--- config.mk ---
export PLATFORM = sky130hd
export DESIGN_NAME = mux16_rr_arbiter
export DESIGN_NICKNAME = d
export VERILOG_FILES = /design/src/rtl/mux16_rr_arbiter.sv
export SDC_FILE = /design/constraint.sdc
export NUM_CORES = 1
export LEC_CHECK = 0
export BUFFER_PORTS_ARGS = -buffer_cell sky130_fd_sc_hd__buf_2
export CAP_MARGIN = 5
export CORE_UTILIZATION = 55
export CTS_BUF_LIST = sky130_fd_sc_hd__clkbuf_8
export DETAILED_ROUTE_END_ITERATION = 16
export GPL_TIMING_DRIVEN = 0
export PLACE_DENSITY = 0.87
export REMOVE_ABC_BUFFERS = 1
export SKIP_LAST_GASP = 1
export SYNTH_ARGS = -nofsm -noshare
export SYNTH_HDL_FRONTEND = slang
export SYNTH_SLANG_ARGS = --single-unit
--- constraint.sdc ---
create_clock -name clk -period 7.2 [get_ports clk]
set_input_delay 1.08 -clock clk [delete_from_list [all_inputs] [get_ports clk]]
set_output_delay 1.08 -clock clk [all_outputs]
set_load 0.005 [all_outputs]
--- src/rtl/mux16_rr_arbiter.sv ---
// -----------------------------------------------------------------------------
// mux16_rr_arbiter
//
// Round-robin scheduler for a shared 16:1 single-bit select datapath. One
// requester at a time is granted. Its data bit is steered onto a valid/ready
// output stream for up to BURST_LEN accepted beats. Priority then rotates so
// that the requester just served has the lowest priority at the next
// arbitration.
//
// Ports
//   clk        in   1   clock, rising edge
//   rst        in   1   asynchronous active-high reset
//   req        in  16   per-requester request
//   data_in    in  16   per-requester data bit
//   out_ready  in   1   downstream accepts a beat this cycle
//   out_valid  out  1   beat present on out_data
//   out_data   out  1   data_in[select] while transferring
//   out_src    out  4   index of the granted requester
//   select     out  4   mux select currently applied
//   grant      out 16   one-hot grant, zero when idle
//   busy       out  1   high while a grant is active
// -----------------------------------------------------------------------------
module mux16_rr_arbiter #(
   parameter int BURST_LEN = 4
) (
   input  logic        clk,
   input  logic        rst,
   input  logic [15:0] req,
   input  logic [15:0] data_in,
   input  logic        out_ready,
   output logic        out_valid,
   output logic        out_data,
   output logic [3:0]  out_src,
   output logic [3:0]  select,
   output logic [15:0] grant,
   output logic        busy
);

   typedef enum logic {IDLE = 1'b0, XFER = 1'b1} state_t;

   state_t      state_q, state_d;
   logic [3:0]  select_q, select_d;
   logic [15:0] grant_q, grant_d;
   logic [4:0]  beat_cnt_q, beat_cnt_d;
   logic [3:0]  last_ptr_q, last_ptr_d;

   logic [3:0]  winner;
   logic        found;
   logic [3:0]  idx;
   logic        req_sel;
   logic        accept;
   logic        last_beat;

   // Cyclic search starting one past the last served requester. The 4-bit
   // wrap of idx implements the mod-16 rotation; i=16 lands on last_ptr
   // itself, so a lone requester can be granted again.
   always_comb begin
      found  = 1'b0;
      winner = 4'd0;
      idx    = 4'd0;
      for (int i = 1; i <= 16; i++) begin
         idx = last_ptr_q + 4'(i);
         if (!found && req[idx]) begin
            winner = idx;
            found  = 1'b1;
         end
      end
   end

   assign req_sel   = req[select_q];
   assign accept    = (state_q == XFER) && req_sel && out_ready;
   assign last_beat = (beat_cnt_q == 5'(BURST_LEN - 1));

   // State register
   always_ff @(posedge clk or posedge rst) begin
      if (rst) begin
         state_q <= IDLE;
      end else begin
         state_q <= state_d;
      end
   end

   // Next-state logic
   always_comb begin
      state_d = state_q;
      case (state_q)
         IDLE: begin
            if (found) begin
               state_d = XFER;
            end
         end
         XFER: begin
            // Withdrawal releases without taking a beat; otherwise release
            // only on the final accepted beat of the burst.
            if (!req_sel) begin
               state_d = IDLE;
            end else if (accept && last_beat) begin
               state_d = IDLE;
            end
         end
         default: state_d = IDLE;
      endcase
   end

   // Grant / select / counter next values
   always_comb begin
      select_d   = select_q;
      grant_d    = grant_q;
      beat_cnt_d = beat_cnt_q;
      last_ptr_d = last_ptr_q;
      case (state_q)
         IDLE: begin
            if (found) begin
               select_d   = winner;
               grant_d    = 16'd1 << winner;
               beat_cnt_d = 5'd0;
            end
         end
         XFER: begin
            if (!req_sel) begin
               last_ptr_d = select_q;
               grant_d    = 16'd0;
            end else if (accept) begin
               if (last_beat) begin
                  last_ptr_d = select_q;
                  grant_d    = 16'd0;
                  beat_cnt_d = 5'd0;
               end else begin
                  beat_cnt_d = beat_cnt_q + 5'd1;
               end
            end
         end
         default: begin
            grant_d = 16'd0;
         end
      endcase
   end

   always_ff @(posedge clk or posedge rst) begin
      if (rst) begin
         select_q   <= 4'd0;
         grant_q    <= 16'd0;
         beat_cnt_q <= 5'd0;
         last_ptr_q <= 4'd15;
      end else begin
         select_q   <= select_d;
         grant_q    <= grant_d;
         beat_cnt_q <= beat_cnt_d;
         last_ptr_q <= last_ptr_d;
      end
   end

   // Output logic: the stream is combinational from the granted requester.
   always_comb begin
      busy      = 1'b0;
      out_valid = 1'b0;
      out_data  = 1'b0;
      if (state_q == XFER) begin
         busy      = 1'b1;
         out_valid = req_sel;
         out_data  = data_in[select_q];
      end
   end

   assign select  = select_q;
   assign out_src = select_q;
   assign grant   = grant_q;

endmodule

### After elaboration in Yosys (flattened, before gate mapping)

Index checks and enable logic that the tools add are counted.

| storage, ports and cells | value |
|---|---|
| flip-flop bits (word level) | 30 |
| bits of input ports | 35 |
| output and inout bits | 27 |
| word-level logic and storage cells | 173 |

| operators by class | value |
|---|---|
| $add $sub $neg | 16 |
| magnitude comparators | 17 |
| eq/ne operators | 8 |
| shift-type cells | 1 |
| muxes and demuxes | 88 |
| bitwise operators | 1 |
| reductions and logical operators | 37 |

Operators by type and width:

| operator | count |
|---|---|
| $lt 4x5->1 const B | 17 |
| $mux 4 | 19 |
| $bmux 1 s4 | 18 |
| $mux 16 | 4 |
| $mux 1 | 40 |
| $add 4x4->4 const B | 8 |
| $pmux 16 s2 | 1 |
| $mux 5 | 4 |
| $logic_and 1x1->1 | 18 |
| $add 4x3->4 const B | 4 |
| $shl 1x4->16 const A | 1 |
| $logic_not 1->1 | 15 |
| $pmux 5 s2 | 1 |
| $reduce_and 3->1 | 3 |
| $add 4x2->4 const B | 2 |
| $ne 2x1->1 const B | 4 |
| $ne 3x2->1 const B | 2 |
| $add 5x1->5 const B | 1 |
| $eq 5x2->1 const B | 1 |
| $add 4x1->4 const B | 1 |
| $ne 2x2->1 const B | 1 |
| $pmux 1 s2 | 1 |
| $reduce_and 2->1 | 1 |
| $not 1->1 | 1 |

### Depth between registers and ports, before layout

Gate-level depths: netlist of the first run.

| logic depth | value |
|---|---|
| depth in word-level cells | 52 |
| mapped depth | 19 |
| depth with buffers taken out | 12 |

### Least setup slack after synthesis of the first run

OpenSTA, ideal clock, no wires.

| timing | value |
|---|---|
| path type | reg-to-reg |
| start point | register last_ptr_q[1] |
| end point | register grant_q[4], in the netlist grant[4] |
| library setup time | 0.104 ns |
| data arrival time | 4.667 ns |
| data required time | 7.096 ns |
| path slack | 2.429 ns |
| stages on the path, launching flop included | 17 |
| cells stage by stage | dfstp_2 > buf_2 > buf_6 > buf_2 > clkinv_1 > ha_1 > buf_2 > mux2_1 > mux4_2 > a211oi_4 > nor4b_4 > and3_1 > a2111oi_0 > o32a_1 > o21a_2 > or3_4 > o41ai_4 |

| between the ends | value |
|---|---|
| longest elaborated chain between the ends | 52 |

RTL lines:

| element | RTL line | source |
|---|---|---|
| start, declared | 45 | `logic [3:0] last_ptr_q, last_ptr_d;` |
| start signal, assigned | 149 | `last_ptr_q <= last_ptr_d;` |
| $add 4x1->4 | 62 | `idx = last_ptr_q + 4'(i);` |
| $bmux 1 s4 | 63 | `if (!found && req[idx]) begin` |
| $mux 1 (implied by the code) | 63 |  |
| $mux 1 | 63 |  |
| $logic_not 1->1 | 63 |  |
| $logic_and 1x1->1 | 63 |  |
| $mux 1 | 63 |  |
| $logic_not 1->1 | 63 |  |
| [... 36 more ...] | n/a |  |
| $logic_and 1x1->1 | 63 |  |
| $mux 1 | 63 |  |
| $logic_not 1->1 | 63 |  |
| $logic_and 1x1->1 | 63 |  |
| $mux 4 | 63 |  |
| $shl 1x4->16 | 115 | `grant_d = 16'd1 << winner;` |
| $mux 16 | 113 | `if (found) begin` |
| $pmux 16 s2 | 111 | `case (state_q)` |
| end signal, assigned | 147 | `grant_q <= grant_d;` |
| end, declared | 43 | `logic [15:0] grant_q, grant_d;` |

Several ways; a longest one is shown, not always the timed one. The select of a mux whose other input is x is not followed.
A chain may end at the register's enable or synchronous reset.

### Worst setup path in the final report of the first run

Same ends and word-level chain as after synthesis.

==> results of run 1 <==
==> through the flow <==
stage | instances | setup WS (ps) | hold slack, ps
CTS | 567 | 902 | 478
global route | 567 | 430 | 506
finish | 567 | 832 | 477
detailed placement | 559 | 934 | 462
global placement | 559 | 1010 | 458
floorplan | 399 | 2150 | 467
==> worst min-delay path, stage by stage (launching register included) <==
cell and delay, ps:
dfrtp_1 340, nand2_1 60, o21ai_2 50
==> cells by family (layout without fill, tap and decap cells) <==
| group | after synthesis | in the layout |
|---|---|---|
| buf+inv | 47 | 90 |
| compound gates | 114 | 114 |
| mux | 74 | 74 |
| flops | 30 | 30 |
| simple gates | 139 | 139 |
| xor+xnor | 12 | 12 |
| fa+ha+maj | 9 | 9 |
==> worst paths after layout <==
path | startpoint | cells past startpoint | slack [ps] | end
setup / recovery | last_ptr_q[1] | 12 | 830 | grant[4]
hold / removal | grant[14] | 2 | 480 | grant[14]
min in group asynchronous | rst | 2 | 1070 | out_src[0]
setup reg to reg | last_ptr_q[1] | 12 | 830 | grant[4]
max in group asynchronous | rst | 2 | 5460 | grant[12]
hold reg to reg | grant[14] | 2 | 480 | grant[14]
==> sequential cells by signal, indices dropped and copies added, names as in the netlist <==
| signal | count |
|---|---|
| last_ptr_q | 4 |
| grant | 16 |
| beat_cnt_q | 5 |
| out_src | 4 |
| state_q | 1 |
==> layout by cell type (no fill, tap or decap), types with 5 or more instances in the layout <==
master	n
mux4_2	41
nand2_1	40
nor2_1	35
o21ai_1	7
mux2i_1	13
o21ai_0	24
a21o_1	5
clkbuf_8	5
ha_1	9
nor3_1	6
o21ai_2	5
xnor2_1	6
dfrtp_1	26
a21oi_1	18
mux2_2	12
nand3_1	13
xor2_1	6
nand4_1	5
buf_2	61
inv_1	20
==> area by class of cell <==
type / instances / area (sq um) / share of cell area, %
inverter: 21 / 81.3 / 1.82
sequential: 30 / 756 / 16.9
tap: 99 / 124 / 2.77
multi-input combinational: 348 / 3130 / 69.9
timing repair buffer: 61 / 305 / 6.82
clock inverter: 3 / 11.3 / 0.251
clock buffer: 5 / 68.8 / 1.54
==> routing by layer <==
metal / vias up / share of wire [%]
li1: 1739 / -
met1: 1872 / 41
met2: 220 / 47
met3: 48 / 8.0
met4: 0 / 4.1
met5: - / 0
==> impl_metrics.ini, run 1 <==
[run_status]
status = finished, final reports clean

[clock_network]
cts-resized-gates = 0
cts_buffer_depth = 2
htreeDepth = 2
clk_pin_slew_ps = 70
cts_made_buffers = 5
insertion_delay_ps = 280
root_buffer = clkbuf_8
cts_hold_buf = 0
cts_tree = built
postCtsSetupRepairBufs = 0
cts.sink_count = 30

[sta]
final-hold-violation-count = 0
maxSlewViolCount = 0
setup_tns_ps = 0
max_freq_ghz = 0.157
fin_skew_ps = 11.2
max_slew_margin_pct = 17.2
setup_viol = 0
fin_crit_ps = 6370
rsz0062_at_grt = no
tightest_slew_ps = 1210
fin_crit_sh_pct = 88.4

[grt]
grt_util_met1_pct = 42.1
grt_start_max_net_pins = 31
antenna_found_initial = 0
gr-max-usage-layer = met2
grtUsageTotal_pct = 30.0
grt_use_met2_pct = 46.2
grt_pass1_wl_um = 18000
grt_pass1_vias = 3560
grt_use_met3_pct = 5.13
grt_overflow_total = 0

[setup_path]
critPathBufInv = 1
critPathMostFrequentCell = nor2_1
cpLargestDelayFamily = simple AND/OR/NAND/NOR gates
worstSetupEndpointType = flip-flop
worstPathArrival_ps = 6540
crit_path_start_kind = flip-flop
worst-path-max-fanout = 28
slowest_stage = dfstp_2
worst_ep_required_time_ps = 7370
max_stage_delay_ps = 1000
crit_chain = clkinv_1 -> ha_1 -> mux2_1 -> mux4_2 -> a211oi_4 -> nor4b_4 -> nand4_4 -> nor2_1 -> a21oi_1 -> nor2_1 -> nand2_1 -> o41ai_4
path_class = flip-flop to flip-flop

[synth]
synthXorXnorAreaFrac_pct = 2.54
synth_top_family_by_area = multiplexers
yosys_warnings = 0
ys.flop_type = dfrtp_1
synthTopCellsByArea = mux4_2 22%, dfrtp_1 16%, nand2_1 3.6%, mux2_2 3.3%, nor2_1 3.2%
ys_async_sr_fraction_pct = 100
synth-adder-area-share_pct = 2.72
synth-edff-count = 0
ys_seq_area_share_pct = 18.3
synth_common_cells = 41 x mux4_2, 40 x nand2_1, 35 x nor2_1
synth.area.mux_share_pct = 32.0
synth_area_leader_cell = mux4_2
synth_top_cell_area_share_pct = 22.3
synth-simple-area-share_pct = 17.8
synth-compound-area-share_pct = 20.6
synth_cells = 425
ys_ff_latch = 30
synth_area_per_cell_sq_um = 9.74
synth.most_common_cell = mux4_2
syn_area_sq_um = 4140
yosys.cell_types.count = 84

[job]
drv_cap = 0

[placement]
placed_cell_area_sq_um = 4400
io_buffers = 61
place.gp.congestion = 0.986
dp_hpwl_um = 8490

[floorplanning]
ios = 62
dieArea_sq_um = 7880
die_y_um = 88.8
rows = 31
die_x_um = 88.8
coreArea_sq_um = 7250
initial_core_util_pct = 57.1

[detailed_routing]
drtIter0Drc = 370
drt_first_pass_iters = 5
drtAntennaViolNets = 0
drc_errors = 0
dr_total_vias = 3879
vias_per_cell = 6.84
drt_wl_total_um = 11300
wl_per_cell_um = 19.8

[layout]
antenna_cells = 0
fin_area_sq_um = 4480
final_nets = 511
utilization_pct = 61.8
n_fill_cell = 620
drive_gt1_share_pct = 32.3
area_delta_synth_final_pct = 8.19

[hold_path]
hold_path.class = flip-flop to flip-flop
Power of run 1 is left out: the tool's default activity adds up to more than one toggle a clock period on the data nets, which glitch-free logic cannot reach.
==> run 2: changes to the inputs <==
- CORE_MARGIN: unset -> 3
- clock period: 7.2 -> 7.8 ns (I/O delays scaled with it)
==> impl_metrics.ini, run 2 (same netlist as run 1, synthesis figures left out) <==
[run_status]
status = finished, final reports clean

[setup_path]
r2r_end = grant[4]
cpLargestDelayFamily = simple AND/OR/NAND/NOR gates
crit_chain = clkinv_1 -> ha_1 -> mux2_1 -> mux4_2 -> a211oi_4 -> nor4b_4 -> nand4_4 -> nor2_1 -> a21oi_1 -> nor2_1 -> nand2_1 -> o41ai_4
critPathBufInv = 1
worstPathArrival_ps = 6710
r2r_cells = 12
crit_path_start_kind = flip-flop
critPathMostFrequentCell = nor2_1
path_class = flip-flop to flip-flop
max_stage_delay_ps = 1030
reg2reg_slack_ps = 1280
worst-path-max-fanout = 28
r2r-start = last_ptr_q[1]
slowest_stage = dfstp_2
critPathLaunch = last_ptr_q[1]
worstSetupEndpointType = flip-flop
worst_ep_required_time_ps = 7990

[floorplanning]
die_x_um = 92.8
coreArea_sq_um = 7290
rows = 31
die_y_um = 92.8
ios = 62
initial_core_util_pct = 56.8
dieArea_sq_um = 8600

[layout]
antenna_cells = 0
area_delta_synth_final_pct = 8.88
final_nets = 511
drive_gt1_share_pct = 32.9
layout_commonest_cell = buf_2
largest_reg_flops = 16
final_cell_mix = 61 x buf_2, 41 x mux4_2, 40 x nand2_1
n_fill_cell = 625

[hold_path]
min_to = grant[15]
holdPathStages = 2
hold_path.class = flip-flop to flip-flop
hold_start = grant[15]

[sta]
maxSlewViolCount = 0
fin_crit_ps = 6520
fin_skew_ps = 10.1
max_freq_ghz = 0.153
max_slew_margin_pct = 10.9
tightest_slew_ps = 1300
fin_crit_sh_pct = 83.6
final-hold-violation-count = 0
setup_viol = 0
rsz0062_at_grt = no
setup_tns_ps = 0

[clock_network]
postCtsSetupRepairBufs = 0
htreeDepth = 2
insertion_delay_ps = 290
cts_hold_buf = 0
cts_tree = built
cts.sink_count = 30
clk_pin_slew_ps = 70
cts-resized-gates = 0
cts_made_buffers = 5
root_buffer = clkbuf_8
cts_buffer_depth = 2

[detailed_routing]
drtAntennaViolNets = 0
vias_per_cell = 7.01
drc_errors = 0
drtIter0Drc = 389
drt_wl_total_um = 11600
wl_per_cell_um = 20.5
dr_total_vias = 3975
drt_first_pass_iters = 8

[grt]
grtUsageTotal_pct = 27.3
grt_pass1_wl_um = 18900
grt_start_max_net_pins = 31
antenna_found_initial = 0
grt_overflow_total = 0
grt_pass1_vias = 3746

[placement]
io_buffers = 61
place.gp.congestion = 0.954
dp_hpwl_um = 8660

[job]
drv_cap = 0
run 2: layout make-up:
class	instances	area (sq um)	area share, %
multi-input cells	348	3130	69.5
flip-flops and latches	30	756	16.8
repair buffers	61	305	6.77
well taps	99	124	2.75
inverters	21	81.3	1.80
clock buffers	5	68.8	1.53
clock inverters	3	40.0	0.888
run 2: how the worst max path moves through the flow:
stage / end / slack, ps / depth (start not counted)
2_1_floorplan: grant[4] / 2750 / 12
3_3_place_gp: grant[4] / 1560 / 12
3_5_place_dp: grant[4] / 1450 / 12
4_1_cts: grant[4] / 1390 / 12
5_1_grt: grant[4] / 850 / 12
6_report: grant[4] / 1280 / 12
run 2: worst min-delay path, cell delays in order (launching register included):
cell	delay, ps
dfrtp_1	340
nand2_1	40
o21ai_0	60
run 2: metal layers:
metal | part of all wire, % | global-route usage (%) | wire length (um) | up-vias
met5 | 0 | 0 | 0 | -
met4 | 3.5 | 9.28 | 409 | 0
met3 | 9.3 | 5.52 | 1080 | 47
met2 | 48 | 44.1 | 5630 | 254
met1 | 39 | 36.8 | 4520 | 1935
li1 | - | - | - | 1739
run 2: stage by stage:
stage	instance area, sq um	setup WS, ps	utilization (%)	std cells	hold slack, ps
floorplan	3970	2750	-	399	467
detailed placement	4400	1450	60.3	559	465
CTS	4510	1390	61.8	567	480
global placement	4400	1560	60.3	559	457
finish	4510	1280	61.8	567	476
global route	4510	850	61.8	567	498
Power of run 2 is left out for the same reason.
==> run 3: changes to the inputs <==
- CORE_UTILIZATION: 55 -> 54
- PLACE_DENSITY: 0.87 -> 0.89
- clock period: 7.8 -> 5.7 ns (I/O delays scaled with it)
==> impl_metrics.ini, run 3 (same netlist as run 1, synthesis figures left out) <==
[sta]
tightest_slew_ps = 1180
setup_viol = 0
max_slew_margin_pct = 19.1
fin_crit_sh_pct = 95.1
fin_crit_ps = 5420
whs_ps = 477
fin_skew_ps = 2.32
final-hold-violation-count = 0
rsz0062_at_grt = no
max_freq_ghz = 0.184
maxSlewViolCount = 0

[run_status]
status = finished, final reports clean

[setup_path]
crit_chain = clkinv_1 -> ha_4 -> mux2_1 -> mux4_2 -> o21ai_0 -> and4bb_1 -> nand2_1 -> o31ai_1 -> o32ai_1 -> nor2_2 -> nand3b_1 -> o21ai_0
worst_ep_required_time_ps = 5910
critPathMostFrequentCell = o21ai_0
cpLargestDelayFamily = simple AND/OR/NAND/NOR gates
max_stage_delay_ps = 870
slowest_stage = dfstp_4
worst-path-max-fanout = 28
critPathBufInv = 1
crit_path_start_kind = flip-flop
path_class = flip-flop to flip-flop
r2r_cells = 12
reg2reg_slack_ps = 280
worstPathArrival_ps = 5630
r2r_end = grant[11]
r2r-start = last_ptr_q[1]
worstSetupEndpointType = flip-flop

[floorplanning]
die_y_um = 93.6
dieArea_sq_um = 8750
die_x_um = 93.6
coreArea_sq_um = 7330
initial_core_util_pct = 56.5
ios = 62
rows = 31

[clock_network]
postCtsSetupRepairBufs = 0
cts_hold_buf = 0
root_buffer = clkbuf_8
cts_tree = built
insertion_delay_ps = 290
htreeDepth = 2
cts_buffer_depth = 2
cts_made_buffers = 5
cts-resized-gates = 3
cts.sink_count = 30
clk_pin_slew_ps = 60

[detailed_routing]
dr_total_vias = 3890
drt_wl_total_um = 11500
drt_first_pass_iters = 5
drc_errors = 0
drtAntennaViolNets = 0
drtIter0Drc = 406
wl_per_cell_um = 20.3
vias_per_cell = 6.87

[placement]
place.gp.congestion = 0.963
io_buffers = 61
dp_hpwl_um = 8520

[layout]
seqCellArea_sq_um = 759
final_nets = 511
antenna_cells = 0
largest_reg_flops = 16
final_cell_mix = 61 x buf_2, 41 x mux4_2, 40 x nand2_1
drive_gt1_share_pct = 33.2
layout_commonest_cell = buf_2
area_delta_synth_final_pct = 8.73
multi_input_area_sq_um = 3150
n_fill_cell = 566

[grt]
grt_pass1_vias = 3663
grt_overflow_total = 0
grtUsageTotal_pct = 26.5
antenna_found_initial = 0
grt_pass1_wl_um = 18500
grt_start_max_net_pins = 31

[hold_path]
hold_path.class = flip-flop to flip-flop
hold_start = grant[3]
min_to = grant[3]
holdPathStages = 2

[job]
drv_cap = 0
==> run 3: layer usage <==
layer | up-vias | track usage (%) | wire (um)
met1 | 1885 | 37.7 | 4710
met4 | 0 | 9.63 | 492
met3 | 45 | 2.98 | 848
met5 | - | 0 | 0
li1 | 1735 | - | -
met2 | 225 | 41.8 | 5420
==> run 3: area by class of cell <==
type | count | share of cell area, %
Sequential cell | 30 | 16.9
Multi-Input combinational cell | 348 | 70.0
Timing Repair Buffer | 61 | 6.78
Clock buffer | 5 | 1.53
Tap cell | 99 | 2.75
Inverter | 21 | 1.81
Clock inverter | 2 | 0.222
==> run 3: worst register-to-register path, stage by stage, from the launching register on <==
cell      delay, ps
dfstp_4         870
clkinv_1        490
ha_4            610
mux2_1          410
mux4_2          530
o21ai_0         170
and4bb_1        590
nand2_1         170
o31ai_1         490
o32ai_1         270
nor2_2          370
nand3b_1        200
o21ai_0         180
==> run 3: per-stage QoR <==
stage / worst slack [ps] / area [sq um] / setup TNS (ps) / instances / util, %
after global routing: 82.9 / 4500 / 0 / 566 / 61.4
after detailed placement: -619 / 4400 / -8840 / 559 / 60.0
after global placement: -468 / 4400 / -5960 / 559 / 60.0
after CTS: 123 / 4490 / 0 / 566 / 61.2
final: 278 / 4500 / 0 / 566 / 61.4
after floorplan: 655 / 3970 / 0 / 399 / -
==> run 3: how the worst max path moves through the flow <==
stage,startpoint,end,cells past startpoint
floorplan,last_ptr_q[1],grant[4],12
global placement,last_ptr_q[1],grant[4],12
detailed placement,last_ptr_q[1],grant[4],12
CTS,last_ptr_q[1],grant[4],12
global route,last_ptr_q[1],grant[11],12
finish,last_ptr_q[1],grant[11],12
Power of run 3 is left out for the same reason.
